===== src/rtl/instr_sequencer.sv =====
// Instruction sequencer: fetches 16-bit words from synchronous program memory and issues
// them to the datapath controller over the s/w start/wait handshake.
module instr_sequencer #(
  parameter logic [7:0]  START_ADDR = 8'h00,
  parameter int unsigned TIMEOUT    = 64
) (
  input  logic        clk,
  input  logic        reset,
  input  logic        go,
  input  logic        w,
  input  logic [15:0] mem_rdata,
  output logic [7:0]  mem_addr,
  output logic        mem_rd,
  output logic        s,
  output logic [15:0] instr,
  output logic [2:0]  opcode,
  output logic [1:0]  op,
  output logic [7:0]  PC,
  output logic [7:0]  icount,
  output logic        busy,
  output logic        halted,
  output logic        err
);

  typedef enum logic [3:0] {
    StIdle, StFetch, StCapture, StHold, StIssue, StAck, StDone, StHalted, StError
  } state_e;

  // Timer value whose increment would reach TIMEOUT.
  localparam logic [7:0] TimerLast = 8'(TIMEOUT - 1);

  state_e      state_q, state_d;
  logic [7:0]  pc_q, pc_d;
  logic [15:0] instr_q, instr_d;
  logic [7:0]  icount_q, icount_d;
  logic [7:0]  timer_q, timer_d;

  always_comb begin
    state_d  = state_q;
    pc_d     = pc_q;
    instr_d  = instr_q;
    icount_d = icount_q;
    timer_d  = timer_q;
    unique case (state_q)
      StIdle, StHalted, StError: begin
        if (go) begin
          state_d  = StFetch;
          pc_d     = START_ADDR;
          icount_d = 8'd0;
          timer_d  = 8'd0;
        end
      end
      StFetch: begin
        timer_d = 8'd0;
        state_d = StCapture;
      end
      StCapture: begin
        instr_d = mem_rdata;
        if (mem_rdata[15:13] == 3'b111) begin
          state_d = StHalted;
        end else if (w) begin
          state_d = StIssue;
        end else begin
          state_d = StHold;
        end
      end
      StHold: begin
        timer_d = timer_q + 8'd1;
        if (w) begin
          state_d = StIssue;
        end else if (timer_q == TimerLast) begin
          state_d = StError;
        end
      end
      StIssue: begin
        timer_d = 8'd0;
        state_d = StAck;
      end
      StAck: begin
        timer_d = timer_q + 8'd1;
        if (!w) begin
          state_d = StDone;
        end else if (timer_q == TimerLast) begin
          state_d = StError;
        end
      end
      StDone: begin
        timer_d = timer_q + 8'd1;
        if (w) begin
          pc_d     = pc_q + 8'd1;
          icount_d = icount_q + 8'd1;
          state_d  = StFetch;
        end else if (timer_q == TimerLast) begin
          state_d = StError;
        end
      end
      default: state_d = StIdle;
    endcase
  end

  always_ff @(posedge clk) begin
    if (reset) begin
      state_q  <= StIdle;
      pc_q     <= START_ADDR;
      instr_q  <= 16'h0000;
      icount_q <= 8'd0;
      timer_q  <= 8'd0;
    end else begin
      state_q  <= state_d;
      pc_q     <= pc_d;
      instr_q  <= instr_d;
      icount_q <= icount_d;
      timer_q  <= timer_d;
    end
  end

  // Everything but opcode/op decodes from registers, so s never depends on w combinationally.
  assign mem_addr = pc_q;
  assign PC       = pc_q;
  assign instr    = instr_q;
  assign icount   = icount_q;
  assign opcode   = instr_q[15:13];
  assign op       = instr_q[12:11];
  assign mem_rd   = (state_q == StFetch);
  assign s        = (state_q == StIssue);
  assign halted   = (state_q == StHalted);
  assign err      = (state_q == StError);
  assign busy     = !((state_q == StIdle) || (state_q == StHalted) || (state_q == StError));

endmodule


===== config.mk =====
export PLATFORM = sky130hd
export DESIGN_NAME = instr_sequencer
export DESIGN_NICKNAME = d
export VERILOG_FILES = /design/src/rtl/instr_sequencer.sv
export SDC_FILE = /design/constraint.sdc
export NUM_CORES = 1
export LEC_CHECK = 0
export BUFFER_PORTS_ARGS = -buffer_cell sky130_fd_sc_hd__buf_2
export CAP_MARGIN = 10
export CORE_MARGIN = 2
export CORE_UTILIZATION = 51
export DETAILED_ROUTE_END_ITERATION = 7
export GPL_ROUTABILITY_DRIVEN = 0
export PLACE_DENSITY = 0.79
export SLEW_MARGIN = 25
export SYNTH_ARGS = -nofsm -noshare
export SYNTH_HDL_FRONTEND = slang
export SYNTH_SLANG_ARGS = --single-unit

===== constraint.sdc =====
create_clock -name clk -period 2 [get_ports clk]
set_input_delay 0.4 -clock clk [delete_from_list [all_inputs] [get_ports clk]]
set_output_delay 0.4 -clock clk [all_outputs]
set_load 0.02 [all_outputs]

Yosys cells after proc, flatten, opt, wreduce, memory -nomap -nowiden
Cells that the tools add are included. W data, S select, Z words.

Register bits: 44. Bits in latches: 0. Bits of input ports: 20. Word-level logic and storage cells: 45. Output and inout port bits: 50. Memories kept: 0. ROM bits: 0. Bits in writable memories: 0.

$add $sub $neg: 3. Bitwise operators: 0. Multipliers: 0. Shift-type cells: 0. Muxes and demuxes: 14. Order comparisons: 0. Divide/modulo/power cells: 0. Reduce and logical (&&, ||, !) cells: 11. Equality and inequality tests: 12.

Operators by type and width (number): $pmux W8 S2 (2); $pmux W4 S7 (1); $add A8 B1 Y8 const B (3); $mux W8 (3); $pmux W8 S3 (1); $mux W4 (5); $eq A4 B3 Y1 const B (4); $eq A4 B2 Y1 const B (2); $eq A8 B6 Y1 const B (1); $mux W3 (2); $reduce_or A3 Y1 (2); $eq A4 B1 Y1 const B (1); $eq A4 B4 Y1 const B (1); $logic_not A4 Y1 (1); $ne A2 B2 Y1 const B (2); $eq A3 B3 Y1 const B (1); $reduce_and A3 Y1 (1); $reduce_bool A3 Y1 (1); $logic_or A1 B1 Y1 (2); $reduce_and A2 Y1 (1); $reduce_bool A2 Y1 (1); $reduce_or A2 Y1 (1); $logic_not A1 Y1 (1).

Longest topological paths before layout
Depth in word-level cells: 4. Mapped depth: 7. Depth with buffers taken out: 5.

Least setup slack after synthesis
No wires, ideal clock.

Kind: input port to flip-flop. From: in go. To: reg timer_q[0]. Stages: 6. Data arrival time: 1.572 ns. Buffers on the path: 2. Path slack: 0.358 ns. Setup time: 0.070 ns. Cells stage by stage: buf_2 and3b_1 o21a_1 clkbuf_1 or3_1 a21oi_1.

Cells in the longest elaborated chain, start to end: 2.

RTL lines: from (decl) (RTL line 9) `input logic go,`; $ne A2 B2 Y1 (no source line); $reduce_and A2 Y1 (no source line); to (signal assigned) (RTL line 113) `timer_q <= timer_d;`; to (decl) (RTL line 36) `logic [7:0] timer_q, timer_d;`.

Every way passes these cells. A chain may end at the register's enable or synchronous reset.

Worst setup path in the final report
From: reg state_q[0]. To: out mem_rd.

Cells in the longest elaborated chain, start to end: 1.

RTL lines: from (decl) (RTL line 32) `state_e state_q, state_d;`; from (signal assigned) (RTL line 103) `state_q <= StIdle;`; from (signal assigned) (RTL line 109) `state_q <= state_d;`; $eq A4 B1 Y1 (RTL line 124) `assign mem_rd = (state_q == StFetch);`; to (decl) (RTL line 13) `output logic mem_rd,`.

Every way passes these cells.

==> results.sh <==
export IMPL_status="complete, no violations"
export IMPL_rr_worst_depth=5
export IMPL_setup_viol=0
export IMPL_grt_overflow=0
export IMPL_final_antenna_net_count=0
export IMPL_die_x_um=71.3
export IMPL_cts_made_buffers=5
export IMPL_num_vias=2225
export IMPL_start_util_pct=53.1
export IMPL_syn_area_sq_um=2310
export IMPL_synth_mux_area_share_pct=2.17
export IMPL_synth_compound_area_share_pct=20.8
export IMPL_drive_gt1_share_pct=27.6
export IMPL_cp_required_ps=1600
export IMPL_hold_end="instr[5]"
export IMPL_htreeDepth=2
export IMPL_fin_cells=389
export IMPL_cap_violations=0
export IMPL_ios=70
export IMPL_syn_inst=280
export IMPL_endpoint_kind="primary output"
export IMPL_antenna_found_initial=0
export IMPL_whs_ps=339
export IMPL_clock_path_buffers=2
export IMPL_grt_start_max_net_pins=28
export IMPL_relSlewSlack_pct=58.7
export IMPL_synthTopCellsByCount="dfxtp_1, nand2_1, a21oi_1"
export IMPL_avgViaCountPerCell=5.72
export IMPL_synth_xor_area_share_pct=0.379
export IMPL_slew_violations=0
export IMPL_post_route_cell_area_sq_um=2730
export IMPL_die_area_sq_um=5090
export IMPL_yosys_area_share_adder_pct=1.62
export IMPL_dr_pass1_iters=4
export IMPL_rsz0062_at_grt="no"
export IMPL_grt_pass1_wl_mm=8.56
export IMPL_criticalPathCategory="register to primary output"
export IMPL_grt_total_usage_pct=20.5
export IMPL_fp_dieH_um=71.3
export IMPL_area_growth_pct=18.2
export IMPL_drt_wirelength_per_cell_um=12.8
export IMPL_ys_ff_latch=44
export IMPL_cts_resized=0
export IMPL_period_needed_ps=1880
export IMPL_num_rows=24
export IMPL_crit_reg2reg_capture="state_q[2]"
export IMPL_synth_simple_gate_area_share_pct=27.4
export IMPL_irDropWorstVdd_uv=603
export IMPL_finalHoldViolCount=0
export IMPL_tns_ps=0
export IMPL_cts_tree="built"
export IMPL_synth_top_cell_by_area="dfxtp_1"
export IMPL_seq_area_frac_synth_pct=38.1
export IMPL_total_power_mw=2.80
export IMPL_final_nets=359
export IMPL_hold_depth=3
export IMPL_clk_latency_ps=290
export IMPL_multiInputGateArea_sq_um=1210
export IMPL_core_sq_um=4350
export IMPL_leakage_nw=1.11
export IMPL_fmaxAchievable_mhz=533
export IMPL_cts_root_buf="clkbuf_8"
export IMPL_netSwitchingPower_mw=1.06
export IMPL_cellPowerDensity_nw_per_um2=1030
export IMPL_syn_area_per_cell_sq_um=8.25
export IMPL_regArea_sq_um=882
export IMPL_first_global_vias=1913
export IMPL_drc_errors=0
export IMPL_synthFlopType="dfxtp_1"
export IMPL_antenna_cells=0
export IMPL_clkSinkCount=44
export IMPL_synth_area_leaders="dfxtp_1, a21oi_1, nand2_1"
export IMPL_synthesis_nets=303
export IMPL_nFillCells=379
export IMPL_place_area_sq_um=2620
export IMPL_hold_path_class="input pin to register"
export IMPL_synth_edf_count=0
export IMPL_tightest_slew_ps=618
export IMPL_drt_initial_drc_count=182
export IMPL_synth_warnings=0
export IMPL_finalClockSkew_ps=4.58
export IMPL_worstPathMaxFanout=14
export IMPL_postCtsSetupRepairBufs=0
export IMPL_switching_share_pct=37.7
export IMPL_async_reset_ff_share_pct=0
export IMPL_routed_wl_mm=4.97
export IMPL_postCtsHoldBufs=0
export IMPL_pwr_share_clk_pct=23.5
export IMPL_hpwl_mm=3.54
export IMPL_p_comb_share_pct=38.4
export IMPL_clkTransAtPathRegs_ps=80
export IMPL_yosysUniqueCellTypes=48
export IMPL_pwr_share_seq_pct=38.1
export IMPL_synth_top_family_by_area="simple AND/OR/NAND/NOR gates"
export IMPL_worstReg2RegStart="timer_q[0]"
export IMPL_start_kind="register"
export IMPL_fin_crit_sh_pct=93.8
export IMPL_hold_start="mem_rdata[5]"
export IMPL_worstPathArrival_ps=1480
export IMPL_reg2reg_setup_slack_ps=270
export IMPL_power_internal_mw=1.75
export IMPL_synth_top_area_share_pct=38.1
export IMPL_dpl_cell_count=381
export IMPL_numPortBuffers=69
## final cells by class
class	count	area share, %
flip-flops and latches	44	32.3
inverters	7	0.962
well taps	52	2.38
clock buffers	6	2.66
repair buffers	80	16.1
clock inverters	2	1.28
multi-input cells	198	44.3
## sequential cells by signal, summed over array words and instances (netlist names)
register / cells
PC: 8
icount: 8
timer_q: 8
state_q: 4
instr: 16
## worst max-delay path, stage by stage (launching register included)
cell	delay, ps
dfxtp_1	490
buf_4	270
nand2b_1	100
nor3_1	140
buf_2	190
## cells by family after synthesis
| logic type | Yosys count |
|---|---|
| buffers and inverters | 38 |
| flip-flops | 44 |
| AO/OA/AOI/OAI | 77 |
| adder cells (fa/ha/maj) | 3 |
| AND/OR/NAND/NOR | 112 |
| XOR/XNOR | 1 |
| multiplexers | 5 |
## layer usage
layer	wire length [um]	track usage [%]	share of wire [%]	vias to the layer above
li1	-	-	-	1123
met2	2160	31.2	43	82
met1	2390	28.3	48	1014
met3	354	5.06	7.1	6
met4	68	7.76	1.4	0
met5	0	0	0	-
## cell usage in the layout, fill, tap and decap left out, drive strengths merged, types with 6 or more instances in the layout
cell type / synthesis / routed
a21oi: 40 / 40
buf: 23 / 80
clkbuf: 8 / 6
dfxtp: 44 / 44
inv: 7 / 7
nand2: 44 / 44
nand3: 6 / 6
nand3b: 7 / 7
nor2: 10 / 10
o21ai: 7 / 7
o31ai: 15 / 15
or4: 15 / 15
## worst max-delay path by stage
stage	slack [ps]	end	depth (start not counted)	from
after global routing	20	mem_rd	4	state_q[0]
after CTS	70	s	4	state_q[2]
final	120	mem_rd	4	state_q[0]
after floorplan	360	timer_q[0]	6	go
after global placement	200	timer_q[5]	5	go
after detailed placement	150	timer_q[6]	5	go
## per-stage QoR
stage | setup WS [ps] | utilization [%]
after CTS | 65.4 | 62.7
after detailed placement | 151 | 60.3
after global routing | 16.0 | 62.8
after floorplan | 358 | -
final | 123 | 62.8
after global placement | 203 | 60.3
## power by group through the flow
stage | sequential (mW) | combinational (mW) | clock [mW]
6_report | 1.07 | 1.08 | 0.659
5_1_grt | 1.09 | 1.18 | 0.715
4_1_cts | 1.06 | 1.08 | 0.681
3_5_place_dp | 1.08 | 1.08 | 0
3_3_place_gp | 1.08 | 1.05 | 0
2_1_floorplan | 1.11 | 0.768 | 0
No activity file was read; power rests on OpenSTA's default activity.
